File: config.mk
export PLATFORM = sky130hd
export DESIGN_NAME = custom_subtractor48_4_serial
export DESIGN_NICKNAME = d
export VERILOG_FILES = /design/src/rtl/custom_subtractor48_4_serial.sv
export SDC_FILE = /design/constraint.sdc
export NUM_CORES = 1
export LEC_CHECK = 0
export BUFFER_PORTS_ARGS = -buffer_cell sky130_fd_sc_hd__buf_2
export CORE_ASPECT_RATIO = 1.1
export CORE_UTILIZATION = 45
export CTS_CLUSTER_SIZE = 14
export DETAILED_ROUTE_END_ITERATION = 6
export GPL_TIMING_DRIVEN = 1
export PLACE_DENSITY = 0.75
export SLEW_MARGIN = 30
export SYNTH_ARGS = -nofsm -noshare
export SYNTH_HDL_FRONTEND = slang
export SYNTH_SLANG_ARGS = --single-unit
File: constraint.sdc
create_clock -name clk -period 3.2 [get_ports clk]
set_input_delay 0.64 -clock clk [delete_from_list [all_inputs] [get_ports clk]]
set_output_delay 0.64 -clock clk [all_outputs]
set_load 0.01 [all_outputs]
File: src/rtl/custom_subtractor48_4_serial.sv
// custom_subtractor48_4_serial
//
// Digit-serial subtractor: Diff = low (WIDTH_A-1) bits of A - {0,B} mod 2^WIDTH_A.
// It undoes a small increment on a widened significand, one DIGIT-bit digit
// per clock, least-significant digit first. Every operation takes exactly
// NDIG RUN cycles, whatever the data.
//
// Ports:
//   clk        single clock, rising edge
//   rst        synchronous active-high reset
//   in_valid   operands presented          / in_ready  accepting (IDLE)
//   A          minuend, WIDTH_A bits
//   B          subtrahend, WIDTH_B bits, zero-extended to WIDTH_A
//   out_valid  result available (DONE)     / out_ready consumer takes result
//   Diff       low WIDTH_A-1 bits of the difference (registered, held)
//   underflow  A < B, so the result wrapped
//   overflow   no underflow, but result MSB is set (does not fit WIDTH_A-1)
module custom_subtractor48_4_serial #(
  parameter int WIDTH_A = 48,
  parameter int WIDTH_B = 4,
  parameter int DIGIT   = 4
) (
  input  logic               clk,
  input  logic               rst,
  input  logic               in_valid,
  output logic               in_ready,
  input  logic [WIDTH_A-1:0] A,
  input  logic [WIDTH_B-1:0] B,
  output logic               out_valid,
  input  logic               out_ready,
  output logic [WIDTH_A-2:0] Diff,
  output logic               underflow,
  output logic               overflow
);

  localparam int NDIG  = WIDTH_A / DIGIT;
  localparam int CNT_W = (NDIG > 1) ? $clog2(NDIG) : 1;

  typedef enum logic [1:0] {
    S_IDLE = 2'd0,
    S_RUN  = 2'd1,
    S_DONE = 2'd2
  } state_t;

  state_t state_q, state_d;

  logic [WIDTH_A-1:0] a_q, a_d;
  logic [WIDTH_A-1:0] b_q, b_d;
  logic [WIDTH_A-1:0] res_q, res_d;
  logic               borrow_q, borrow_d;
  logic [CNT_W-1:0]   cnt_q, cnt_d;
  logic [WIDTH_A-2:0] diff_q, diff_d;
  logic               uf_q, uf_d;
  logic               of_q, of_d;

  // One digit of the subtraction; the extra top bit is the borrow out.
  logic [DIGIT:0]     digit;
  logic [WIDTH_A-1:0] res_shift;
  logic               last_digit;

  assign digit = {1'b0, a_q[DIGIT-1:0]} - {1'b0, b_q[DIGIT-1:0]}
               - {{DIGIT{1'b0}}, borrow_q};
  // Digits arrive LSB first, so each new one enters at the top and the
  // register has shifted into final position after NDIG digits.
  assign res_shift  = {digit[DIGIT-1:0], res_q[WIDTH_A-1:DIGIT]};
  assign last_digit = (cnt_q == CNT_W'(NDIG - 1));

  // State register and datapath registers
  always_ff @(posedge clk) begin
    if (rst) begin
      state_q  <= S_IDLE;
      a_q      <= '0;
      b_q      <= '0;
      res_q    <= '0;
      borrow_q <= 1'b0;
      cnt_q    <= '0;
      diff_q   <= '0;
      uf_q     <= 1'b0;
      of_q     <= 1'b0;
    end else begin
      state_q  <= state_d;
      a_q      <= a_d;
      b_q      <= b_d;
      res_q    <= res_d;
      borrow_q <= borrow_d;
      cnt_q    <= cnt_d;
      diff_q   <= diff_d;
      uf_q     <= uf_d;
      of_q     <= of_d;
    end
  end

  // Next-state logic
  always_comb begin
    state_d = state_q;
    unique case (state_q)
      S_IDLE:  if (in_valid)   state_d = S_RUN;
      S_RUN:   if (last_digit) state_d = S_DONE;
      S_DONE:  if (out_ready)  state_d = S_IDLE;
      default: state_d = S_IDLE;
    endcase
  end

  // Datapath next values
  always_comb begin
    a_d      = a_q;
    b_d      = b_q;
    res_d    = res_q;
    borrow_d = borrow_q;
    cnt_d    = cnt_q;
    diff_d   = diff_q;
    uf_d     = uf_q;
    of_d     = of_q;
    unique case (state_q)
      S_IDLE: begin
        if (in_valid) begin
          a_d      = A;
          b_d      = {{(WIDTH_A-WIDTH_B){1'b0}}, B};
          res_d    = '0;
          borrow_d = 1'b0;
          cnt_d    = '0;
        end
      end
      S_RUN: begin
        a_d      = a_q >> DIGIT;
        b_d      = b_q >> DIGIT;
        res_d    = res_shift;
        borrow_d = digit[DIGIT];
        cnt_d    = cnt_q + CNT_W'(1);
        // Outputs are captured only at the final digit, so they keep the
        // previous result until a new one is complete.
        if (last_digit) begin
          diff_d = res_shift[WIDTH_A-2:0];
          uf_d   = digit[DIGIT];
          of_d   = ~digit[DIGIT] & res_shift[WIDTH_A-1];
        end
      end
      default: ;
    endcase
  end

  // Output decode
  always_comb begin
    in_ready  = (state_q == S_IDLE);
    out_valid = (state_q == S_DONE);
    Diff      = diff_q;
    underflow = uf_q;
    overflow  = of_q;
  end

endmodule

==> summary.txt, run 1 <==
Critical path
  – R2R Path End: a_q[15]
  – FF-to-FF Start: state_q[0]
  – R2r setup slk: 1.05 ns
  – Setup CP Type: flip-flop to output port
  – Critical Path Start: state_q[0]
  – CP Data Required Time: 2.56 ns
  – Crit start category: flip-flop
  – Worst Path Arrival: 1.55 ns
  – R2R cell count: 6
  – CP max stage delay: 0.48 ns
  – CP cell instances: buf_4 > nor2_1 > buf_2
  – Setup crit end kind: output port
  – Slowest cell on crit path: dfxtp_1
  – Crit Path Max Fanout: 35

Floorplanning
  – Width of the die: 112 um
  – Initial Utilization: 46.9%
  – Die ar.: 13800 um2
  – Core area: 12800 um2
  – Io pins: 107
  – Row cnt: 43
  – Die Height: 123 um

Timing
  – F_max: 0.456 GHz
  – Worst slew pin tran: 0.835 ns
  – Final WS setup: 1.01 ns
  – Post-route setup TNS: 0 ns
  – # setup viols final: 0
  – Final Max Tran Viols: 0
  – Final Cycle Share: 68.6%
  – Minimum clock period: 2.19 ns
  – Final Hold Vio Count: 0
  – Slew HR: 44.3%
  – Hold Slack: 0.448 ns
  – RSZ-0062 raised after global routing: no
  – Final Skew: 0.00745 ns

Logic synthesis
  – Netlist Area Pre-Place: 6010 um2
  – Synthesized Nets: 787
  – FF+latch count, synth: 152
  – EDFF count, synth: 0
  – Simple-gate share of the synthesized area: 21.5%
  – Mux cell area share after synthesis: 2.19%
  – Yosys warns: 0
  – Seq/Total Area, Yosys: 50.6%
  – Main combinational cell family by area after synthesis: simple AND/OR/NAND/NOR gates
  – Synth cell types: 36
  – XOR/XNOR share of the synthesized area: 0.291%
  – Compound-Gate Fraction of Synth Area: 18.1%
  – Top FF cell, synth: dfxtp_1
  – Avg Cell Area, Syn: 8.33 um2
  – Mapped Cells: 722
  – Fraction of registers with async set/reset: 0%
  – Fraction of the mapped netlist area in adder cells: 2.12%

Placement
  – Gpl congestion: 0.771
  – DPL Wire Length: 8350 um
  – Pre-CTS setup slack: 1.07 ns
  – Placed insts: 936
  – IO Port Bufs: 106

Clock network
  – Post-CTS Setup Repair Bufs: 0
  – CTS tree: done
  – CTS Root Buffer Type: clkbuf_16
  – CTS max path bufs: 2
  – Post-cts sizing count: 0
  – Worst skew pair latency: 0.42 ns
  – H-tree levels: 4
  – Number of buffers created by CTS: 17
  – Clock sink total: 152
  – Hold Buf Count CTS: 0
  – Reg clk slew, reported paths: 0.06 ns

GRT
  – GRT Util Overall: 20.4%
  – Vias in the first global route: 4687
  – Largest net degree at the start of global routing: 80
  – Antenna violations before repair: 0
  – First-pass GRT wire length: 22400 um
  – Gr ovfl total: 0

Min path
  – Hold Path Sink: Diff[12]
  – Worst hold path type: flip-flop to flip-flop
  – HP Start: Diff[12]
  – Hold path depth: 2

Route
  – Iteration-0 DRC Markers: 344
  – DRC viols: 10
  – Detailed Routing Iterations Pass 1: 7
  – Vias: 5112
  – Routed wire length: 13300 um
  – Via density: 5.28
  – Post-route ant nets: 0
  – DR WL/cell: 13.7 um

Final layout
  – Layout area overhead: 20.0%
  – Fin nets: 863
  – N_diodes: 0
  – Non-filler cells, final: 968
  – Util after Layout: 56.3%
  – Share of cells above drive strength 1: 19.1%

Power
  – Leakage Power: 3.03 nW
  – PD cells: 607 nW/um2
  – Worst-case vdd ir drop: 0.000333 V

Status
  – Failing checks: design-rule violations
  – Status: complete, but fails checks

Run
  – Max Cap Violations: 0
## cell type report
class,instances,area [um2]
fill,1191,5590
sequential,152,3040
multi-input combinational,499,2690
timing repair buffer,119,656
clock buffer,21,450
tap,157,196
clock inverter,11,149
inverter,9,33.8
## Yosys cell counts, types with 8 or more instances
cell         n  area share, %
inv_1        8           0.50
buf_2       23            1.9
a21oi_1     48            4.0
mux2i_1     12            2.0
dfxtp_1    152             51
nor3_1      35            2.9
nand2_1     94            5.9
nor2_1     175             11
a22oi_1     53            6.6
a2bb2oi_1   33            4.8
a211oi_1    14            1.7
clkbuf_1    30            1.9
## power by group
| part | switching, mW | internal, mW | total, mW |
|---|---|---|---|
| clock network | 0.758 | 1.25 | 2.00 |
| logic | 0.211 | 0.165 | 0.375 |
| registers | 0.0403 | 1.96 | 2.00 |
| total | 1.01 | 3.37 | 4.38 |
## cell usage in the layout (no fill, tap or decap), types with 2 or more instances in the layout
cell        netlist  final
nor2_1          175    173
dfxtp_1         152    152
buf_2            23    105
nand2_1          94     94
a22oi_1          53     53
a21oi_1          48     48
nor3_1           35     35
a2bb2oi_1        33     33
clkbuf_16         0     17
a211oi_1         14     14
mux2i_1          12     12
buf_4             4     12
inv_1             8      8
ha_1              7      7
nor2b_1           3      3
nor2_4            1      3
o21ai_0           3      3
clkinvlp_4        0      3
bufinv_16         0      3
clkbuf_1         30      3
clkinv_4          0      3
and2_1            2      2
xor2_1            2      2
nor3b_1           2      2
nand2b_1          2      2
fa_1              2      2
clkinv_2          0      2
buf_12            0      2
## metal layers
metal	vias to the layer above	global-route usage [%]	share of wire, %
met5	-	0	0
met4	0	8.75	1.1
met3	12	5.15	4.7
met2	114	34.3	49
li1	2604	-	-
met1	2382	25.1	45
## flip-flops by register name, indices dropped and copies added (netlist names)
register / flops
Diff: 47
a_q: 48
b_q: 4
borrow_q: 1
cnt_q: 4
overflow: 1
res_q: 44
state_q: 2
underflow: 1
## logic make-up after synthesis
group,after synthesis
fa+ha+maj,9
simple gates,319
flops,152
buf+inv,71
mux,13
compound gates,156
xor+xnor,2
## metrics by stage
stage,cell area [um2],total power [mW]
3_3_place_gp,6610,2.41
2_1_floorplan,6010,2.31
3_5_place_dp,6610,2.42
6_report,7210,4.38
4_1_cts,7210,4.41
5_1_grt,7210,4.55
## how the worst max path moves through the flow
stage                          end  slack (ns)  cells past startpoint
after detailed placement  overflow        1.07                      7
after global placement    borrow_q        1.13                      7
after floorplan           overflow        1.20                      7
final                     in_ready        1.01                      3
after global routing       a_q[27]        0.84                      6
after CTS                 in_ready         1.0                      3
## critical path, delay by kind of cell (launching register included)
kind | cells | cell delay (ns)
buf+inv | 2 | 0.56
flops | 1 | 0.48
simple gates | 1 | 0.09
Power figures use the tool's default switching activity.
==> run 2: changes to the inputs <==
--- a/config.mk
+++ b/config.mk
@@ -11,7 +11,7 @@
 export CTS_CLUSTER_SIZE = 14
 export DETAILED_ROUTE_END_ITERATION = 6
 export GPL_TIMING_DRIVEN = 1
-export PLACE_DENSITY = 0.75
+export PLACE_DENSITY = 0.77
 export SLEW_MARGIN = 30
 export SYNTH_ARGS = -nofsm -noshare
 export SYNTH_HDL_FRONTEND = slang
==> constraint.sdc (replaced) <==
create_clock -name clk -period 2 [get_ports clk]
set_input_delay 0.4 -clock clk [delete_from_list [all_inputs] [get_ports clk]]
set_output_delay 0.4 -clock clk [all_outputs]
set_load 0.01 [all_outputs]
==> run 2 against run 1 <==
Global-route usage shrank 0.37 points. Critical path type is now flip-flop to flip-flop. Clock power grew 58%. The run still ends with design-rule violations left. Combinational power rose by 74%. Highest routed layer unchanged.
==> summary.txt, run 2 (synthesis results as in run 1) <==
Critical path
  – Worst path bufs/invs: 2 (unchanged)
  – Setup crit end kind: flip-flop
  – Crit Path Max Fanout: 2 (-94%)
  – Setup CP Type: flip-flop to flip-flop
  – Slowest cell on crit path: fa_2
  – CP top delay family: adder cells
  – CP max stage delay: 0.55 ns (+0.07 ns)
  – CP Data Required Time: 2.35 ns (-0.21 ns)
  – Most used cell, CP: inv_1
  – CP cell instances: inv_1 > fa_2 > inv_1 > ha_1 > o21ai_2 > a21boi_1 > o41a_1 > nor2_1
  – Worst Path Arrival: 2.32 ns (+0.77 ns)
  – Crit start category: flip-flop

Power
  – Leakage Power: 3.11 nW (+2.6%)
  – PD cells: 953 nW/um2 (+57%)
  – Worst-case vdd ir drop: 0.000578 V (+73%)
  – Tot Pwr: 7.01 mW (+60%)

Final layout
  – N_diodes: 0 (unchanged)
  – Most common cell after layout, fill and taps aside: nor2_1
  – Fin nets: 873 (+1.2%)
  – Most frequent cells in the layout: nor2_1 (173), dfxtp_1 (150), buf_2 (105)
  – Layout area overhead: 22.3%
  – Fillers: 1229 (+3.2%)
  – Share of cells above drive strength 1: 21.4% (+2.3 points)
  – Largest register FFs: 48 (unchanged)
  – Largest reg by FF count: a_q

Clock network
  – CTS tree: done
  – Clock sink total: 152 (unchanged)
  – CTS Root Buffer Type: clkbuf_16
  – CTS max path bufs: 2 (unchanged)
  – Hold Buf Count CTS: 0 (unchanged)
  – Reg clk slew, reported paths: 0.06 ns (about the same)
  – Number of buffers created by CTS: 17 (unchanged)
  – Worst skew pair latency: 0.42 ns (about the same)
  – H-tree levels: 4 (unchanged)
  – Post-CTS Setup Repair Bufs: 0 (unchanged)

Floorplanning
  – Core area: 12800 um2 (unchanged)
  – Io pins: 107 (unchanged)
  – Die Height: 123 um (unchanged)
  – Initial Utilization: 46.9% (unchanged)
  – Width of the die: 112 um (unchanged)
  – Row cnt: 43 (unchanged)
  – Die ar.: 13800 um2 (unchanged)

Placement
  – DPL Wire Length: 8770 um (+5.0%)
  – Pre-CTS setup slack: -0.135 ns (-1.20 ns)
  – IO Port Bufs: 106 (unchanged)
  – Gpl congestion: 0.826 (+7.0%)

Timing
  – Worst slew pin tran: 0.485 ns (-0.351 ns)
  – Hold Slack: 0.208 ns (-0.240 ns)
  – Slew HR: 67.7% (+23 points)
  – Final Skew: 0.00946 ns (+0.00200 ns)
  – Final Max Tran Viols: 0 (unchanged)
  – Minimum clock period: 1.97 ns
  – # setup viols final: 0 (unchanged)
  – Final WS setup: 0.0330 ns (-0.972 ns)
  – Final Hold Vio Count: 0 (unchanged)
  – Final Cycle Share: 98.4%
  – F_max: 0.508 GHz

Route
  – DR WL/cell: 13.8 um (+0.77%)
  – Iteration-0 DRC Markers: 383 (+11%)
  – Via density: 5.30 (+0.35%)
  – Detailed Routing Iterations Pass 1: 6 (-1)
  – DRC viols: 6 (-4)
  – Post-route ant nets: 0 (unchanged)
  – Routed wire length: 13500 um (+1.8%)
  – Vias: 5183 (+1.4%)

Min path
  – Worst hold path type: input pin to flip-flop

GRT
  – Largest net degree at the start of global routing: 65 (-19%)
  – Vias in the first global route: 4716 (+0.62%)
  – Antenna violations before repair: 0 (unchanged)
  – First-pass GRT wire length: 22000 um (-1.8%)
  – GRT Util Overall: 20.1% (-0.37 points)
  – Gr ovfl total: 0 (unchanged)

Status
  – Failing checks: design-rule violations
  – Status: complete, but fails checks

Run
  – Max Cap Violations: 0 (unchanged)
-- run 2: changes by cell type in the layout (fill, tap and decap cells not counted), sizes merged --
cell and change:
buf +10, inv +4, bufinv -2, clkinvlp -2
-- run 2: worst register-to-register path: cells and delay by family (launching register included) --
kind            cells  cell delay, ns
simple gates        1            0.10
flops               1            0.33
compound gates      3            0.64
fa+ha+maj           2            0.73
buf+inv             2            0.11
-- run 2: layout make-up --
| type | count | area, um2 | area share [%] |
|---|---|---|---|
| Sequential cell | 152 | 3050 | 41.4 |
| Multi-Input combinational cell | 499 | 2720 | 36.9 |
| Timing Repair Buffer | 129 | 768 | 10.4 |
| Clock buffer | 21 | 480 | 6.54 |
| Tap cell | 157 | 196 | 2.67 |
| Clock inverter | 11 | 111 | 1.51 |
| Inverter | 9 | 33.8 | 0.459 |
-- run 2: report_power, final --
| group | switching, mW | internal, mW | leakage [nW] |
|---|---|---|---|
| sequential | 0.0630 | 3.13 | 1.24 |
| clock | 1.29 | 1.87 | 0.292 |
| combinational | 0.360 | 0.294 | 1.58 |
| total | 1.72 | 5.29 | 3.11 |
-- run 2: layer usage --
layer	up-vias	part of all wire, %	track usage (%)	routed length (um)
li1	2625	-	-	-
met1	2409	44	24.3	5970
met2	130	49	33.9	6640
met3	19	5.0	5.15	673
met5	-	0	0	0
met4	0	1.7	9.08	235
-- run 2: per-stage QoR --
stage / area (um2) / utilization, % / cells / setup TNS [ns]
after global routing: 7350 / 57.4 / 978 / -0.0620
after floorplan: 6010 / - / 722 / 0
after detailed placement: 6720 / 52.5 / 946 / -0.286
after global placement: 6720 / 52.5 / 946 / -0.0637
final: 7350 / 57.4 / 978 / 0
after CTS: 7320 / 57.2 / 978 / 0
-- run 2: worst paths after layout --
path	startpoint	cells after the start	slack, ns	endpoint
hold reg to reg	Diff[0]	2	0.45	Diff[0]
setup / recovery	borrow_q	8	0.03	res_q[47]
setup reg to reg	borrow_q	8	0.03	res_q[47]
hold / removal	A[46]	3	0.21	a_q[46]
-- run 2: what timing repair did --
| action | 4_1_cts | 5_1_grt |
|---|---|---|
| gates resized for setup | 3 | 8 |
| cloned | 0 | 0 |
| pin swaps | 2 | 2 |
| endpoints found under the setup margin | 4 | 5 |
==> run 3: changes to the inputs <==
--- a/config.mk
+++ b/config.mk
@@ -7,11 +7,12 @@
 export LEC_CHECK = 0
 export BUFFER_PORTS_ARGS = -buffer_cell sky130_fd_sc_hd__buf_2
 export CORE_ASPECT_RATIO = 1.1
-export CORE_UTILIZATION = 45
+export CORE_UTILIZATION = 50
 export CTS_CLUSTER_SIZE = 14
 export DETAILED_ROUTE_END_ITERATION = 6
 export GPL_TIMING_DRIVEN = 1
-export PLACE_DENSITY = 0.77
+export PLACE_DENSITY = 0.83
+export SETUP_SLACK_MARGIN = 0.05
 export SLEW_MARGIN = 30
 export SYNTH_ARGS = -nofsm -noshare
 export SYNTH_HDL_FRONTEND = slang
==> run 3 against run 2 <==
The run now ends clean. Final cell count is 1.1% lower. Sequential power barely moved. Non-clock buffer count shrank 4. Die area fell by 9.8%. Combinational power up 1%. Hold slack improved by 0.0076 ns. Core utilization is 5.4 points higher. Clock-buffer cell count fell by 3. Clock power down 6.3%. Cell area decreased by 0.94%. Sequential cell count unchanged. Fmax grew 6.2%. Critical endpoint is now overflow. Largest cell class unchanged.
==> summary.txt, run 3 (synthesis results as in run 1) <==
Status
  – Status: complete, no violations

Power
  – Internal Power: 5.07 mW (-4.2%)
  – Flop pwr share: 46.9% (+1.3 points)
  – Switching power: 1.75 mW (+1.8%)
  – Worst-case vdd ir drop: 0.000523 V (-9.5%)
  – PD cells: 936 nW/um2 (-1.8%)
  – Clock power share: 43.4% (-1.7 points)
  – Switching Share: 25.6% (+1.1 points)
  – Gate power share: 9.7% (+0.4 points)
  – Leakage Power: 3.06 nW (-1.7%)

Clock network
  – Clock sink total: 152 (unchanged)
  – CTS Root Buffer Type: clkbuf_16
  – Hold Buf Count CTS: 0 (unchanged)
  – Reg clk slew, reported paths: 0.06 ns (about the same)
  – Post-CTS Setup Repair Bufs: 0 (unchanged)
  – Number of buffers created by CTS: 17 (unchanged)
  – CTS max path bufs: 2 (unchanged)
  – Worst skew pair latency: 0.42 ns (about the same)
  – CTS tree: done
  – H-tree levels: 4 (unchanged)

GRT
  – Antenna violations before repair: 0 (unchanged)
  – Largest net degree at the start of global routing: 70 (+7.7%)
  – GRT Util Overall: 21.7% (+1.6 points)
  – Vias in the first global route: 4564 (-3.2%)
  – Gr ovfl total: 0 (unchanged)
  – First-pass GRT wire length: 21400 um (-2.8%)

Timing
  – Post-route setup TNS: 0 ns (unchanged)
  – Final Hold Vio Count: 0 (unchanged)
  – Final Max Tran Viols: 0 (unchanged)
  – Slew HR: 58.2% (-9.5 points)
  – RSZ-0062 raised after global routing: yes
  – F_max: 0.540 GHz (+6.2%)
  – # setup viols final: 0 (unchanged)
  – Minimum clock period: 1.85 ns (-0.115 ns)
  – Final Skew: 0.00678 ns (-0.00268 ns)
  – Final Cycle Share: 92.6% (-5.7 points)
  – Hold Slack: 0.216 ns (+0.00764 ns)
  – Worst slew pin tran: 0.626 ns (+0.141 ns)

Route
  – Detailed Routing Iterations Pass 1: 7 (+1)
  – Vias: 5210 (+0.52%)
  – DR WL/cell: 13.8 um (-0.45%)
  – Routed wire length: 13300 um (-1.6%)
  – Iteration-0 DRC Markers: 311 (-19%)
  – Post-route ant nets: 0 (unchanged)
  – DRC viols: 0 (-6)
  – Via density: 5.39 (+1.7%)

Final layout
  – N_diodes: 0 (unchanged)
  – Non-filler cells, final: 967 (-1.1%)
  – Largest register FFs: 48 (unchanged)
  – Multi-input combinational cell area: 2720 um2 (+0.28%)
  – Layout area overhead: 21.2%
  – Finished Cell Area: 7280 um2 (-0.94%)
  – Fillers: 1025 (-17%)
  – Flip-flop and latch area: 3050 um2 (unchanged)
  – Largest reg by FF count: a_q
  – Most common cell after layout, fill and taps aside: nor2_1
  – Fin nets: 869 (-0.46%)
  – Util after Layout: 62.8% (+5.4 points)
  – Share of cells above drive strength 1: 21.3% (-0.14 points)
  – Most frequent cells in the layout: nor2_1 (173), dfxtp_1 (150), buf_2 (105)

Critical path
  – Worst Path Arrival: 2.16 ns (-0.16 ns)
  – CP Data Required Time: 2.31 ns (-0.04 ns)
  – Crit Path Max Fanout: 3 (+1)
  – Setup CP Type: flip-flop to flip-flop
  – Crit start category: flip-flop
  – Setup crit end kind: flip-flop

Placement
  – Gpl congestion: 0.771 (-6.6%)
  – Area after DPL: 6690 um2 (-0.47%)
  – DPL Wire Length: 8540 um (-2.5%)
  – IO Port Bufs: 106 (unchanged)
  – Placed insts: 935 (-1.2%)

Floorplanning
  – Die Height: 117 um (-5.0%)
  – Initial Utilization: 51.8% (+4.9 points)
  – Core area: 11600 um2 (-9.5%)
  – Io pins: 107 (unchanged)
  – Width of the die: 107 um (-5.0%)
  – Die ar.: 12500 um2 (-9.8%)
  – Row cnt: 41 (-4.7%)

Min path
  – Worst hold path type: input pin to flip-flop

Run
  – Max Cap Violations: 0 (unchanged)
==> run 3: changes by cell type in the layout (fill, tap and decap cells not counted), sizes merged <==
cell / change
clkinv: -1
bufinv: -1
clkinvlp: +4
buf: -4
clkbuf: -3
inv: +1
==> run 3: through the flow <==
stage                     worst slack (ns)  power [mW]
after CTS                           0.0105        6.85
after floorplan                     0.0654        3.71
final                                0.148        6.82
after global routing                0.0365        7.06
after detailed placement           -0.0393        3.89
after global placement          -0.0000808        3.88
==> run 3: layout make-up <==
cell class / count / share of cell area, %
timing repair buffer: 125 / 10.1
sequential: 152 / 41.8
inverter: 9 / 0.464
clock inverter: 14 / 1.58
multi-input combinational: 499 / 37.4
tap: 150 / 2.58
clock buffer: 18 / 6.03
==> run 3: worst max-delay path, stage by stage, from the launching register on <==
cell	delay (ns)
dfxtp_1	0.33
fa_2	0.41
fa_2	0.35
nand2b_4	0.16
a211oi_4	0.26
nor4_2	0.08
a21o_1	0.15
==> run 3: worst paths after layout <==
kind | start | to | slack, ns | depth (start not counted)
worst max-delay path | a_q[0] | overflow | 0.15 | 6
worst min-delay path | B[1] | b_q[1] | 0.22 | 3
worst max register to register | a_q[0] | overflow | 0.15 | 6
worst min register to register | Diff[34] | Diff[34] | 0.45 | 2
==> run 3: timing repair <==
item,4_1_cts,5_1_grt
setup endpoints to repair,3,4
hold endpoints to repair,0,0
pin swaps,0,7
gates resized for setup,4,8
gates cloned,0,0
==> run 3: metal layers <==
layer  wire, um  vias up  track usage [%]
li1           -     2608                -
met1       5990     2470             27.0
met2       6560      114             36.2
met3        517       18             5.48
met4        247        0             9.22
met5          0        -                0
==> run 3: power by group through the flow <==
stage	Clock, mW	Sequential [mW]	Combinational (mW)
after global placement	0	3.26	0.620
after floorplan	0	3.24	0.463
after detailed placement	0	3.26	0.630
after global routing	3.12	3.21	0.736
final	2.96	3.20	0.662
after CTS	3.01	3.19	0.645
